### src/rtl/the_pkg.sv
// Shared widths and types for the data-memory path between the MIPS core, the DMA master and ram.
package the_pkg;
  localparam int N      = 32;
  localparam int dmAddB = 8;

  typedef enum logic [1:0] {
    IDLE    = 2'd0,
    ISSUE   = 2'd1,
    RD_WAIT = 2'd2
  } arb_state_t;

  typedef enum logic {
    SEL_CORE = 1'b0,
    SEL_DMA  = 1'b1
  } req_sel_t;
endpackage

### src/rtl/dm_arb_pick.sv
// Combinational winner selection between the core and DMA requesters.
module dm_arb_pick
  import the_pkg::*;
#(
  parameter bit CORE_PRIO = 1'b0
) (
  input  logic     c_req,
  input  logic     d_req,
  input  req_sel_t rr_ptr,
  output logic     grant_valid,
  output logic     both,
  output req_sel_t sel
);

  always_comb begin
    grant_valid = c_req | d_req;
    both        = c_req & d_req;
    sel         = SEL_CORE;
    if (both) begin
      sel = CORE_PRIO ? SEL_CORE : rr_ptr;
    end else if (d_req) begin
      sel = SEL_DMA;
    end
  end

endmodule

### src/rtl/dm_arbiter.sv
// Shares the single-port data RAM between the MIPS core and the DMA/loader master.
// Handshake: a requester holds req/we/ad/d stable until it sees its one-cycle gnt; req is only
// sampled in IDLE, and read data returns with a one-cycle rvalid two cycles after gnt.
module dm_arbiter #(
  parameter int N         = the_pkg::N,
  parameter int dmAddB    = the_pkg::dmAddB,
  parameter bit CORE_PRIO = 1'b0
) (
  input  logic              clk,
  input  logic              rst_n,
  input  logic              c_req,
  input  logic              c_we,
  input  logic [dmAddB-1:0] c_ad,
  input  logic [N-1:0]      c_d,
  output logic              c_gnt,
  output logic              c_rvalid,
  output logic [N-1:0]      c_q,
  input  logic              d_req,
  input  logic              d_we,
  input  logic [dmAddB-1:0] d_ad,
  input  logic [N-1:0]      d_d,
  output logic              d_gnt,
  output logic              d_rvalid,
  output logic [N-1:0]      d_q,
  output logic              dm_we,
  output logic              dm_re,
  output logic [dmAddB-1:0] dm_ad,
  output logic [N-1:0]      dm_d,
  input  logic [N-1:0]      dm_q,
  output logic [1:0]        dbg_state
);
  import the_pkg::*;

  arb_state_t        state;
  req_sel_t          sel;
  req_sel_t          rr_ptr;
  req_sel_t          pick_sel;
  logic              pick_valid;
  logic              pick_both;
  logic              lat_we;
  logic              lat_both;
  logic              win_we;
  logic [dmAddB-1:0] win_ad;
  logic [N-1:0]      win_d;

  dm_arb_pick #(
    .CORE_PRIO (CORE_PRIO)
  ) u_pick (
    .c_req       (c_req),
    .d_req       (d_req),
    .rr_ptr      (rr_ptr),
    .grant_valid (pick_valid),
    .both        (pick_both),
    .sel         (pick_sel)
  );

  always_comb begin
    win_we = c_we;
    win_ad = c_ad;
    win_d  = c_d;
    if (pick_sel == SEL_DMA) begin
      win_we = d_we;
      win_ad = d_ad;
      win_d  = d_d;
    end
  end

  // dm_ad/dm_d double as the request latch: they are loaded once at selection and then held.
  always_ff @(posedge clk or negedge rst_n) begin
    if (!rst_n) begin
      state    <= IDLE;
      sel      <= SEL_CORE;
      rr_ptr   <= SEL_CORE;
      lat_we   <= 1'b0;
      lat_both <= 1'b0;
      c_gnt    <= 1'b0;
      d_gnt    <= 1'b0;
      c_rvalid <= 1'b0;
      d_rvalid <= 1'b0;
      c_q      <= '0;
      d_q      <= '0;
      dm_we    <= 1'b0;
      dm_re    <= 1'b0;
      dm_ad    <= '0;
      dm_d     <= '0;
    end else begin
      c_gnt    <= 1'b0;
      d_gnt    <= 1'b0;
      c_rvalid <= 1'b0;
      d_rvalid <= 1'b0;
      dm_we    <= 1'b0;
      dm_re    <= 1'b0;
      case (state)
        IDLE: begin
          if (pick_valid) begin
            sel      <= pick_sel;
            lat_both <= pick_both;
            lat_we   <= win_we;
            dm_ad    <= win_ad;
            dm_d     <= win_d;
            dm_we    <= win_we;
            dm_re    <= ~win_we;
            c_gnt    <= (pick_sel == SEL_CORE);
            d_gnt    <= (pick_sel == SEL_DMA);
            state    <= ISSUE;
          end
        end
        ISSUE: begin
          if (lat_both) begin
            rr_ptr <= (sel == SEL_CORE) ? SEL_DMA : SEL_CORE;
          end
          state <= lat_we ? IDLE : RD_WAIT;
        end
        RD_WAIT: begin
          if (sel == SEL_CORE) begin
            c_q      <= dm_q;
            c_rvalid <= 1'b1;
          end else begin
            d_q      <= dm_q;
            d_rvalid <= 1'b1;
          end
          state <= IDLE;
        end
        default: state <= IDLE;
      endcase
    end
  end

  assign dbg_state = state;

endmodule

### config.mk
export PLATFORM = sky130hd
export DESIGN_NAME = dm_arbiter
export DESIGN_NICKNAME = d
export VERILOG_FILES = /design/src/rtl/the_pkg.sv /design/src/rtl/dm_arb_pick.sv /design/src/rtl/dm_arbiter.sv
export SDC_FILE = /design/constraint.sdc
export NUM_CORES = 1
export LEC_CHECK = 0
export CORE_ASPECT_RATIO = 0.6
export CORE_MARGIN = 2
export CORE_UTILIZATION = 35
export DETAILED_ROUTE_END_ITERATION = 8
export PLACE_DENSITY = 0.73
export SYNTH_ARGS = -nofsm -noshare
export SYNTH_HDL_FRONTEND = slang
export SYNTH_HIERARCHICAL = 1
export SYNTH_SLANG_ARGS = --single-unit
### constraint.sdc
create_clock -name clk -period 1.7 [get_ports clk]
set_clock_uncertainty 0.15 [all_clocks]
set_input_delay 0.34 -clock clk [delete_from_list [all_inputs] [get_ports clk]]
set_output_delay 0.34 -clock clk [all_outputs]
set_load 0.05 [all_outputs]
==> results of run 1 <==
-- through the flow --
stage	area, sq um	utilization [%]	cells	total power, W	hold slack [ns]
floorplan	4820	-	297	0.0119	-0.106
global placement	8500	63.0	695	0.0191	0.269
detailed placement	8500	63.0	695	0.0194	0.271
CTS	9190	68.1	733	0.0229	0.278
global route	9360	69.3	732	0.0239	0.309
finish	9360	69.3	732	0.0230	0.276
-- placed cells by master, fill, tap and decap left out, types with 3 or more instances in the layout --
master / Yosys / layout
sky130_fd_sc_hd__buf_12: 0 / 120
sky130_fd_sc_hd__buf_4: 9 / 6
sky130_fd_sc_hd__clkbuf_16: 0 / 17
sky130_fd_sc_hd__clkdlybuf4s50_1: 0 / 114
sky130_fd_sc_hd__clkinv_2: 0 / 4
sky130_fd_sc_hd__clkinvlp_4: 0 / 4
sky130_fd_sc_hd__dfrtp_1: 116 / 114
sky130_fd_sc_hd__inv_1: 4 / 3
sky130_fd_sc_hd__mux2_2: 145 / 85
sky130_fd_sc_hd__mux2_4: 0 / 60
sky130_fd_sc_hd__mux2i_1: 3 / 3
-- worst paths after layout --
kind / endpoint
max in group asynchronous: dm_d[19]
setup reg to reg: dm_d[11]
setup / recovery: dm_d[11]
hold reg to reg: dbg_state[1]
hold / removal: dbg_state[1]
min in group asynchronous: dm_d[28]
-- routing by layer --
layer	track usage [%]	up-vias	wire length, um
met1	21.5	1722	5390
met4	6.40	0	131
li1	-	1563	-
met3	6.52	11	1060
met5	0	-	0
met2	30.5	132	6540
-- critical path, cell delays in order, from the launching register on --
cell and delay (ns):
sky130_fd_sc_hd__dfrtp_1 0.36, sky130_fd_sc_hd__inv_2 0.05, sky130_fd_sc_hd__a21boi_4 0.17, sky130_fd_sc_hd__buf_12 0.15, sky130_fd_sc_hd__buf_12 0.15, sky130_fd_sc_hd__mux2_2 0.33, sky130_fd_sc_hd__mux2_2 0.27
-- flip-flops by register name (all words and copies together) (netlist names) --
signal     cells
lat_we         1
dm_re          1
c_q           32
dm_d          32
lat_both       1
d_q           32
dm_ad          8
c_rvalid       1
d_gnt          1
sel            1
rr_ptr         1
c_gnt          1
dm_we          1
dbg_state      2
d_rvalid       1
-- cells by family (layout without fill, tap and decap cells) --
| kind of cell | count (synthesis) | after routing | share of synthesized area (%) |
|---|---|---|---|
| simple gates | 11 | 11 | 1.93 |
| buf+inv | 20 | 280 | 2.45 |
| mux | 149 | 149 | 34.9 |
| flops | 116 | 116 | 60.5 |
| compound gates | 1 | 1 | 0.235 |
-- power by group through the flow --
stage / logic, W / clock network (W) / registers (W)
floorplan: 0.00234 / 0 / 0.00959
global placement: 0.0135 / 0 / 0.00563
detailed placement: 0.0136 / 0 / 0.00574
CTS: 0.0138 / 0.00341 / 0.00571
global route: 0.0145 / 0.00353 / 0.00587
finish: 0.0140 / 0.00330 / 0.00570
-- area by class of cell --
type | instances | area [sq um]
inverters | 4 | 15.0
repair buffers | 244 | 3640
multi-input cells | 161 | 2020
clock buffers | 20 | 457
flip-flops and latches | 116 | 2910
clock inverters | 12 | 106
well taps | 175 | 219
fillers | 901 | 4140
-- timing repair --
item,in CTS,in global routing
endpoints found under the hold margin,116,0
resized for setup,10,53
hold buffers,1,0
endpoints found under the setup margin,42,40
pin swaps,1,1
cloned,2,0
setup buffers,3,0
==> flow_metrics.tcl, run 1 <==
set metrics [dict create \
    floorplan.initialDensity_pct 35.5 \
    required_ns 1.82 \
    post-synth-top-area-fraction_pct 60.5 \
    timing.setup.critical_path_class "flip-flop to flip-flop" \
    cts.sink_count 116 \
    final_layout_size_suffix_gt1_share_pct 55.7 \
    post_synthesis_cell_area_sq_um 4800 \
    detail_route.iter0.violations 101 \
    grt_use_total_pct 18.0 \
    power.share.clock_pct 14.3 \
    peakVddDrop_mv 1.41 \
    initial_antenna_violation_count 0 \
    r2r-start "rr_ptr" \
    num_vias 3428 \
    reg2reg_setup_slack_ns -0.07 \
    mappedNetlistNets 415 \
    gr-total-overflow 0 \
    relSlewSlack_pct 57.4 \
    chipHeight_um 94.7 \
    synth-seq-cells 116 \
    p_int_w 0.0136 \
    max_slew.worst_pin.slew_ns 0.639 \
    grt_max_degree 117 \
    core.rowCount 33 \
    tritoncts.num_buffers 17 \
    combPwrFrac_pct 60.9 \
    cts_root_buf "sky130_fd_sc_hd__clkbuf_16" \
    cts.path.max_buffers 2 \
    finalCriticalPeriod_ns 1.77 \
    n_antenna_cell 0 \
    yosys.cell_types.count 16 \
    finish.net_count 662 \
    timing.critical_path.arrival_ns 1.89 \
    vias_in_the_first_global_route 3874 \
    report.final.setup_viol 38 \
    crit_fanout 12 \
    worstHoldStart "lat_we" \
    worstSetupEndpointType "flip-flop" \
    cp-startpoint "rr_ptr" \
    htree_num_levels 4 \
    core_area_sq_um 13500 \
    routed_wire_length_per_instance_um 17.9 \
    hold_depth 1 \
    routed_wl_um 13100 \
    violations "negative setup slack" \
    insertion_delay_ns 0.39 \
    worst_min_delay_path_class "flip-flop to flip-flop" \
    post_place_setup_slack_ns -0.545 \
    placement.io_buffers 229 \
    switching_power_w 0.00941 \
    route.detailed.vias_per_inst 4.68 \
    overall_die_area_sq_um 14700 \
    power_density_nw_per_um2 2460 \
    detailedRoute.firstPassIterationCount 4 \
    num_io_pins 230 \
    finalHoldViolations 0 \
    async_reset_ff_share_pct 100 \
    largest_cells_by_area_after_synthesis "sky130_fd_sc_hd__dfrtp_1 60%, sky130_fd_sc_hd__mux2_2 34%, sky130_fd_sc_hd__buf_4 1.4%, sky130_fd_sc_hd__buf_2 0.73%, sky130_fd_sc_hd__mux2i_1 0.63%" \
    fmax_mhz 566 \
    ant_nets 0 \
    netlist.top_cell.by_area "sky130_fd_sc_hd__dfrtp_1" \
    synth_ff_type "sky130_fd_sc_hd__dfrtp_1" \
    synth.yosys.seq_area_share_pct 60.5 \
    setup.worst_path.start_class "flip-flop" \
    setup_total_negative_slack_ns -1.03 \
    finalMaxSlewViolations 0 \
    dominant_cell_by_count_in_the_synthesized_netlist "sky130_fd_sc_hd__mux2_2" \
    avgSynthCellArea_sq_um 16.2 \
    synthesis.yosys.warnings 6 \
    power.share.switching_pct 40.8 \
    finalCritPeriodShare_pct 104 \
    grt_pass1_wl_um 20400 \
    max_cap_viols 0 \
    synthTopCellsByCount "145 x sky130_fd_sc_hd__mux2_2, 116 x sky130_fd_sc_hd__dfrtp_1, 9 x sky130_fd_sc_hd__buf_4" \
    worst-r2r-cell-count 6 \
    clk_transition_reported_paths_ns 0.05 \
    rsz0062_at_grt "yes" \
    outcome "complete, but fails checks" \
    static-leakage-power_nw 4.16 \
    timing.final.ws_setup_ns -0.0652 \
    cts_tree "yes" \
    synth-edff-count 0 \
    globalplace.congestion 0.743 \
    drc 0 \
    synthCells 297 \
    power.share.sequential_pct 24.7 \
    dpl_wire_length_um 9360 \
    area_delta_synth_final_pct 95.1 \
    die_x_um 155 \
]
(Power assumes the default switching activity.)
==> run 2: changes to the inputs <==
- ABC_AREA: not set -> 0
- CELL_PAD_IN_SITES_DETAIL_PLACEMENT: not set -> 1
- CELL_PAD_IN_SITES_GLOBAL_PLACEMENT: not set -> 1
- CORE_UTILIZATION: 35 -> 29
- PLACE_DENSITY: 0.73 -> not set
- PLACE_DENSITY_LB_ADDON: not set -> 0.1
==> flow_metrics.tcl, run 2 (synthesized netlist as in run 1, its figures left out) <==
set metrics [dict create \
    worst_min_delay_path_class "primary input to async pin" \
    n_antenna_cell 0 \
    globalplace.congestion 0.723 \
    report.final.setup_viol 40 \
    reg2reg_setup_slack_ns -0.05 \
    cts_root_buf "sky130_fd_sc_hd__clkbuf_16" \
    crit_fanout 7 \
    grt_pass1_wl_um 23300 \
    setup.worst_path.start_class "flip-flop" \
    timing.setup.critical_path_class "flip-flop to flip-flop" \
    routed_wl_um 15000 \
    required_ns 1.83 \
    cts_tree "yes" \
    switching_power_w 0.00969 \
    dpl_wire_length_um 10400 \
    core_area_sq_um 16200 \
    cts.sink_count 116 \
    fin_cells 768 \
    critical-path-slowest-cell "sky130_fd_sc_hd__dfrtp_1" \
    p_int_w 0.0136 \
    worstPathCellList "inv_2 -> a21boi_4 -> buf_6 -> buf_12 -> mux2_4 -> mux2_4" \
    drc 0 \
    timing.final.ws_setup_ns -0.0494 \
    detail_route.iter0.violations 83 \
    max_cap_viols 0 \
    combPwrFrac_pct 60.4 \
    gr-total-overflow 0 \
    finalHoldViolations 0 \
    insertion_delay_ns 0.39 \
    num_vias 3446 \
    relSlewSlack_pct 76.1 \
    routed_wire_length_per_instance_um 19.6 \
    clk_transition_reported_paths_ns 0.06 \
    cts.path.max_buffers 2 \
    cp.buffers_inverters 3 \
    htree_num_levels 4 \
    rsz0062_at_grt "yes" \
    finalMaxSlewViolations 0 \
    finalCritPeriodShare_pct 103 \
    vias_in_the_first_global_route 3990 \
    slowest_stage_delay_on_critical_path_ns 0.36 \
    area_delta_synth_final_pct 96.7 \
    num_io_pins 230 \
    chipHeight_um 104 \
    peakVddDrop_mv 1.07 \
    power_density_nw_per_um2 2470 \
    largestRegisters "c_q (32), d_q (32), dm_d (32)" \
    power.share.clock_pct 15.1 \
    floorplan.initialDensity_pct 29.6 \
    critical_path.most_common_cell "sky130_fd_sc_hd__mux2_4" \
    power.share.switching_pct 41.6 \
    die_x_um 170 \
    final.hold.worst_slack_ns 0.231 \
    setup_total_negative_slack_ns -1.05 \
    overall_die_area_sq_um 17600 \
    fmax_mhz 572 \
    worstSetupEndpointType "flip-flop" \
    grt_use_total_pct 17.4 \
    layout.cells.most_common_list "119 x sky130_fd_sc_hd__buf_12, 114 x sky130_fd_sc_hd__dfrtp_1, 114 x sky130_fd_sc_hd__clkdlybuf4s50_1, 91 x sky130_fd_sc_hd__mux2_2, 54 x sky130_fd_sc_hd__mux2_4" \
    route.detailed.vias_per_inst 4.49 \
    layout.cells.most_common "sky130_fd_sc_hd__buf_12" \
    final_layout_size_suffix_gt1_share_pct 56.2 \
    placement.io_buffers 229 \
    core.rowCount 36 \
    critical_path.top_delay_family "multiplexers" \
    detailedRoute.firstPassIterationCount 4 \
    total_power_w 0.0233 \
    ant_nets 0 \
    tritoncts.num_buffers 17 \
    finish.net_count 664 \
    power.share.sequential_pct 24.5 \
    max_slew.worst_pin.slew_ns 0.358 \
    grt_max_degree 53 \
    placed_cells_incl_taps 729 \
    outcome "complete, but fails checks" \
    static-leakage-power_nw 4.17 \
    finalCriticalPeriod_ns 1.75 \
    initial_antenna_violation_count 0 \
    timing.critical_path.arrival_ns 1.88 \
    finalCoreUtilization_pct 58.2 \
    violations "negative setup slack" \
]
## run 2: metrics by stage
step / worst slack [ns] / instance area [sq um]
finish: -0.0494 / 9440
global route: -0.116 / 9440
CTS: -0.0383 / 9380
detailed placement: -0.518 / 8540
global placement: -0.458 / 8540
floorplan: -0.0183 / 4820
## run 2: worst paths after layout
check                           startpoint           end  cells past startpoint
worst max-delay path                rr_ptr      dm_d[22]                      6
worst min-delay path                 rst_n      dm_d[27]                      2
max in group asynchronous            rst_n       d_q[11]                      3
min in group clk                    lat_we  dbg_state[1]                      1
worst max register to register      rr_ptr      dm_d[22]                      6
worst min register to register      lat_we  dbg_state[1]                      1
## run 2: layout make-up
class | instances | area (sq um)
multi-input combinational | 161 | 2010
tap | 209 | 262
timing repair buffer | 246 | 3670
clock inverter | 14 | 144
clock buffer | 18 | 439
inverter | 4 | 15.0
fill | 1488 | 6780
sequential | 116 | 2910
## run 2: timing repair
| item | 4_1_cts | 5_1_grt |
|---|---|---|
| setup endpoints to repair | 42 | 44 |
| pin swaps | 1 | 1 |
| setup buffers | 4 | 1 |
| hold buffers | 1 | 0 |
| gates cloned | 2 | 0 |
| hold endpoints to repair | 23 | 0 |
| gates resized for setup | 49 | 19 |
## run 2: routing by layer
| layer | part of all wire [%] | vias up | GRT usage [%] |
|---|---|---|---|
| met5 | 0 | - | 0 |
| met4 | 0.31 | 0 | 4.21 |
| met3 | 8.2 | 2 | 6.95 |
| met2 | 47 | 119 | 27.2 |
| met1 | 44 | 1766 | 22.5 |
| li1 | - | 1559 | - |
## run 2: worst reg2reg max path: stages (launching register included)
cell	delay, ns
sky130_fd_sc_hd__dfrtp_1	0.36
sky130_fd_sc_hd__inv_2	0.05
sky130_fd_sc_hd__a21boi_4	0.20
sky130_fd_sc_hd__buf_6	0.16
sky130_fd_sc_hd__buf_12	0.14
sky130_fd_sc_hd__mux2_4	0.31
sky130_fd_sc_hd__mux2_4	0.26
## run 2: power groups by stage
stage,Sequential (W),Clock [W],Combinational [W]
after global placement,0.00565,0,0.0135
final,0.00572,0.00352,0.0141
after detailed placement,0.00576,0,0.0137
after global routing,0.00593,0.00377,0.0145
after CTS,0.00574,0.00364,0.0141
after floorplan,0.00959,0,0.00234
==> run 3: changes to the inputs <==
- MAX_ROUTING_LAYER: not set -> met4
==> flow_metrics.tcl, run 3 (synthesized netlist as in run 1, its figures left out) <==
set metrics [dict create \
    final_layout_size_suffix_gt1_share_pct 56.2 \
    num_vias 3438 \
    placement.io_buffers 229 \
    max_slew.worst_pin.slew_ns 0.360 \
    clk_transition_reported_paths_ns 0.06 \
    fin_cells 768 \
    drc 0 \
    floorplan.initialDensity_pct 29.6 \
    initial_antenna_violation_count 0 \
    crit_fanout 7 \
    peakVddDrop_mv 1.07 \
    dpl_wire_length_um 10400 \
    worst-r2r-cell-count 6 \
    finish.net_count 664 \
    globalplace.congestion 0.731 \
    routed_wl_um 15000 \
    static-leakage-power_nw 4.17 \
    relSlewSlack_pct 76.0 \
    core_area_sq_um 16200 \
    detailroute.wirelength.met2_um 7110 \
    largestRegisters "c_q (32), d_q (32), dm_d (32)" \
    grt_use_total_pct 17.9 \
    gr-total-overflow 0 \
    timing.setup.critical_path_class "flip-flop to flip-flop" \
    chipHeight_um 104 \
    placed_cells_incl_taps 729 \
    required_ns 1.83 \
    rsz0062_at_grt "yes" \
    worstSetupEndpointType "flip-flop" \
    htree_num_levels 4 \
    power_density_nw_per_um2 2470 \
    worst_r2r_endpoint "dm_d[22]" \
    report.final.setup_viol 39 \
    cp.buffers_inverters 3 \
    cp-startpoint "rr_ptr" \
    top_layer "met4" \
    finalCriticalPeriod_ns 1.75 \
    max_cap_viols 0 \
    cts.path.max_buffers 2 \
    cts_root_buf "sky130_fd_sc_hd__clkbuf_16" \
    r2r-start "rr_ptr" \
    finalCritPeriodShare_pct 103 \
    grt_max_degree 53 \
    grt_pass1_wl_um 23200 \
    routed_wire_length_per_instance_um 19.5 \
    detail_route.iter0.violations 99 \
    tritoncts.num_buffers 17 \
    worst_min_delay_path_class "primary input to async pin" \
    cts.sink_count 116 \
    critical_path.most_common_cell "sky130_fd_sc_hd__mux2_4" \
    timing.critical_path.arrival_ns 1.88 \
    vias_in_the_first_global_route 4000 \
    critical-path-slowest-cell "sky130_fd_sc_hd__dfrtp_1" \
    finalMaxSlewViolations 0 \
    layout.cells.most_common "sky130_fd_sc_hd__buf_12" \
    setup.worst_path.start_class "flip-flop" \
    slowest_stage_delay_on_critical_path_ns 0.36 \
    core.rowCount 36 \
    detailedRoute.firstPassIterationCount 4 \
    reg2reg_setup_slack_ns -0.05 \
    worstPathCellList "inv_2 -> a21boi_4 -> buf_6 -> buf_12 -> mux2_4 -> mux2_4" \
    critical_path.top_delay_family "multiplexers" \
    timing.final.ws_setup_ns -0.0489 \
    crit_end "dm_d[22]" \
    route.detailed.vias_per_inst 4.48 \
    post_place_setup_slack_ns -0.518 \
    insertion_delay_ns 0.39 \
    detailroute.wirelength.met3_um 1220 \
    total_power_w 0.0233 \
    final.hold.worst_slack_ns 0.232 \
    fmax_mhz 572 \
    ant_nets 0 \
    cts_tree "yes" \
    wl_met1_um 6610 \
    finalHoldViolations 0 \
    area_delta_synth_final_pct 96.7 \
    overall_die_area_sq_um 17600 \
    die_x_um 170 \
    fillers 1488 \
    violations "negative setup slack" \
    layout.cells.most_common_list "119 x sky130_fd_sc_hd__buf_12, 114 x sky130_fd_sc_hd__dfrtp_1, 114 x sky130_fd_sc_hd__clkdlybuf4s50_1, 91 x sky130_fd_sc_hd__mux2_2, 54 x sky130_fd_sc_hd__mux2_4" \
    outcome "complete, but fails checks" \
    num_io_pins 230 \
    path_depth 6 \
    n_antenna_cell 0 \
]
[run 3: cell counts in the layout (fill, tap and decap cells not counted)]
No cell type changed its count.
[run 3: what timing repair did]
item                       in CTS  in global routing
cloned                          2                  0
gates resized for setup        49                 19
pin swaps                       1                  1
setup endpoints to repair      42                 44
buffers inserted                4                  1
hold endpoints to repair       23                  0
hold buffers                    1                  0
[run 3: final cells by class]
type | instances | area (sq um) | share of cell area, %
sequential | 116 | 2910 | 30.8
clock buffer | 18 | 439 | 4.65
tap | 209 | 262 | 2.77
clock inverter | 14 | 144 | 1.52
timing repair buffer | 246 | 3670 | 38.9
inverter | 4 | 15.0 | 0.159
multi-input combinational | 161 | 2010 | 21.3
[run 3: per-layer routing]
metal	track usage, %	vias to the layer above
met2	27.1	121
met1	22.7	1757
met3	6.73	2
li1	-	1558
met4	4.21	0
met5	-	-
[run 3: worst min-delay path by stage]
stage | from | end | slack [ns] | cells after the start
global placement | rst_n | dm_d[29] | 0.12 | 1
CTS | rst_n | dm_d[27] | 0.23 | 2
finish | rst_n | dm_d[27] | 0.23 | 2
detailed placement | rst_n | dm_d[27] | 0.13 | 1
global route | rst_n | dm_d[27] | 0.26 | 2
floorplan | rst_n | c_gnt | -0.11 | 0
[run 3: power breakdown]
part / leakage, nW / internal [W] / switching (W)
sequential: 1.37 / 0.00418 / 0.00154
clock: 0.286 / 0.00210 / 0.00142
combinational: 2.50 / 0.00735 / 0.00673
total: 4.17 / 0.0136 / 0.00969
[run 3: stage by stage]
stage	cell area, sq um	setup TNS (ns)	utilization, %
3_3_place_gp	8540	-20.52	52.7
4_1_cts	9380	-0.747	57.9
6_report	9440	-0.922	58.2
5_1_grt	9440	-3.82	58.2
3_5_place_dp	8540	-21.79	52.7
2_1_floorplan	4820	-0.588	-
[run 3: worst reg2reg max path: cells and delay by family, from the launching register on]
family | cells | cell delay (ns)
flops | 1 | 0.36
mux | 2 | 0.57
compound gates | 1 | 0.20
buf+inv | 3 | 0.35
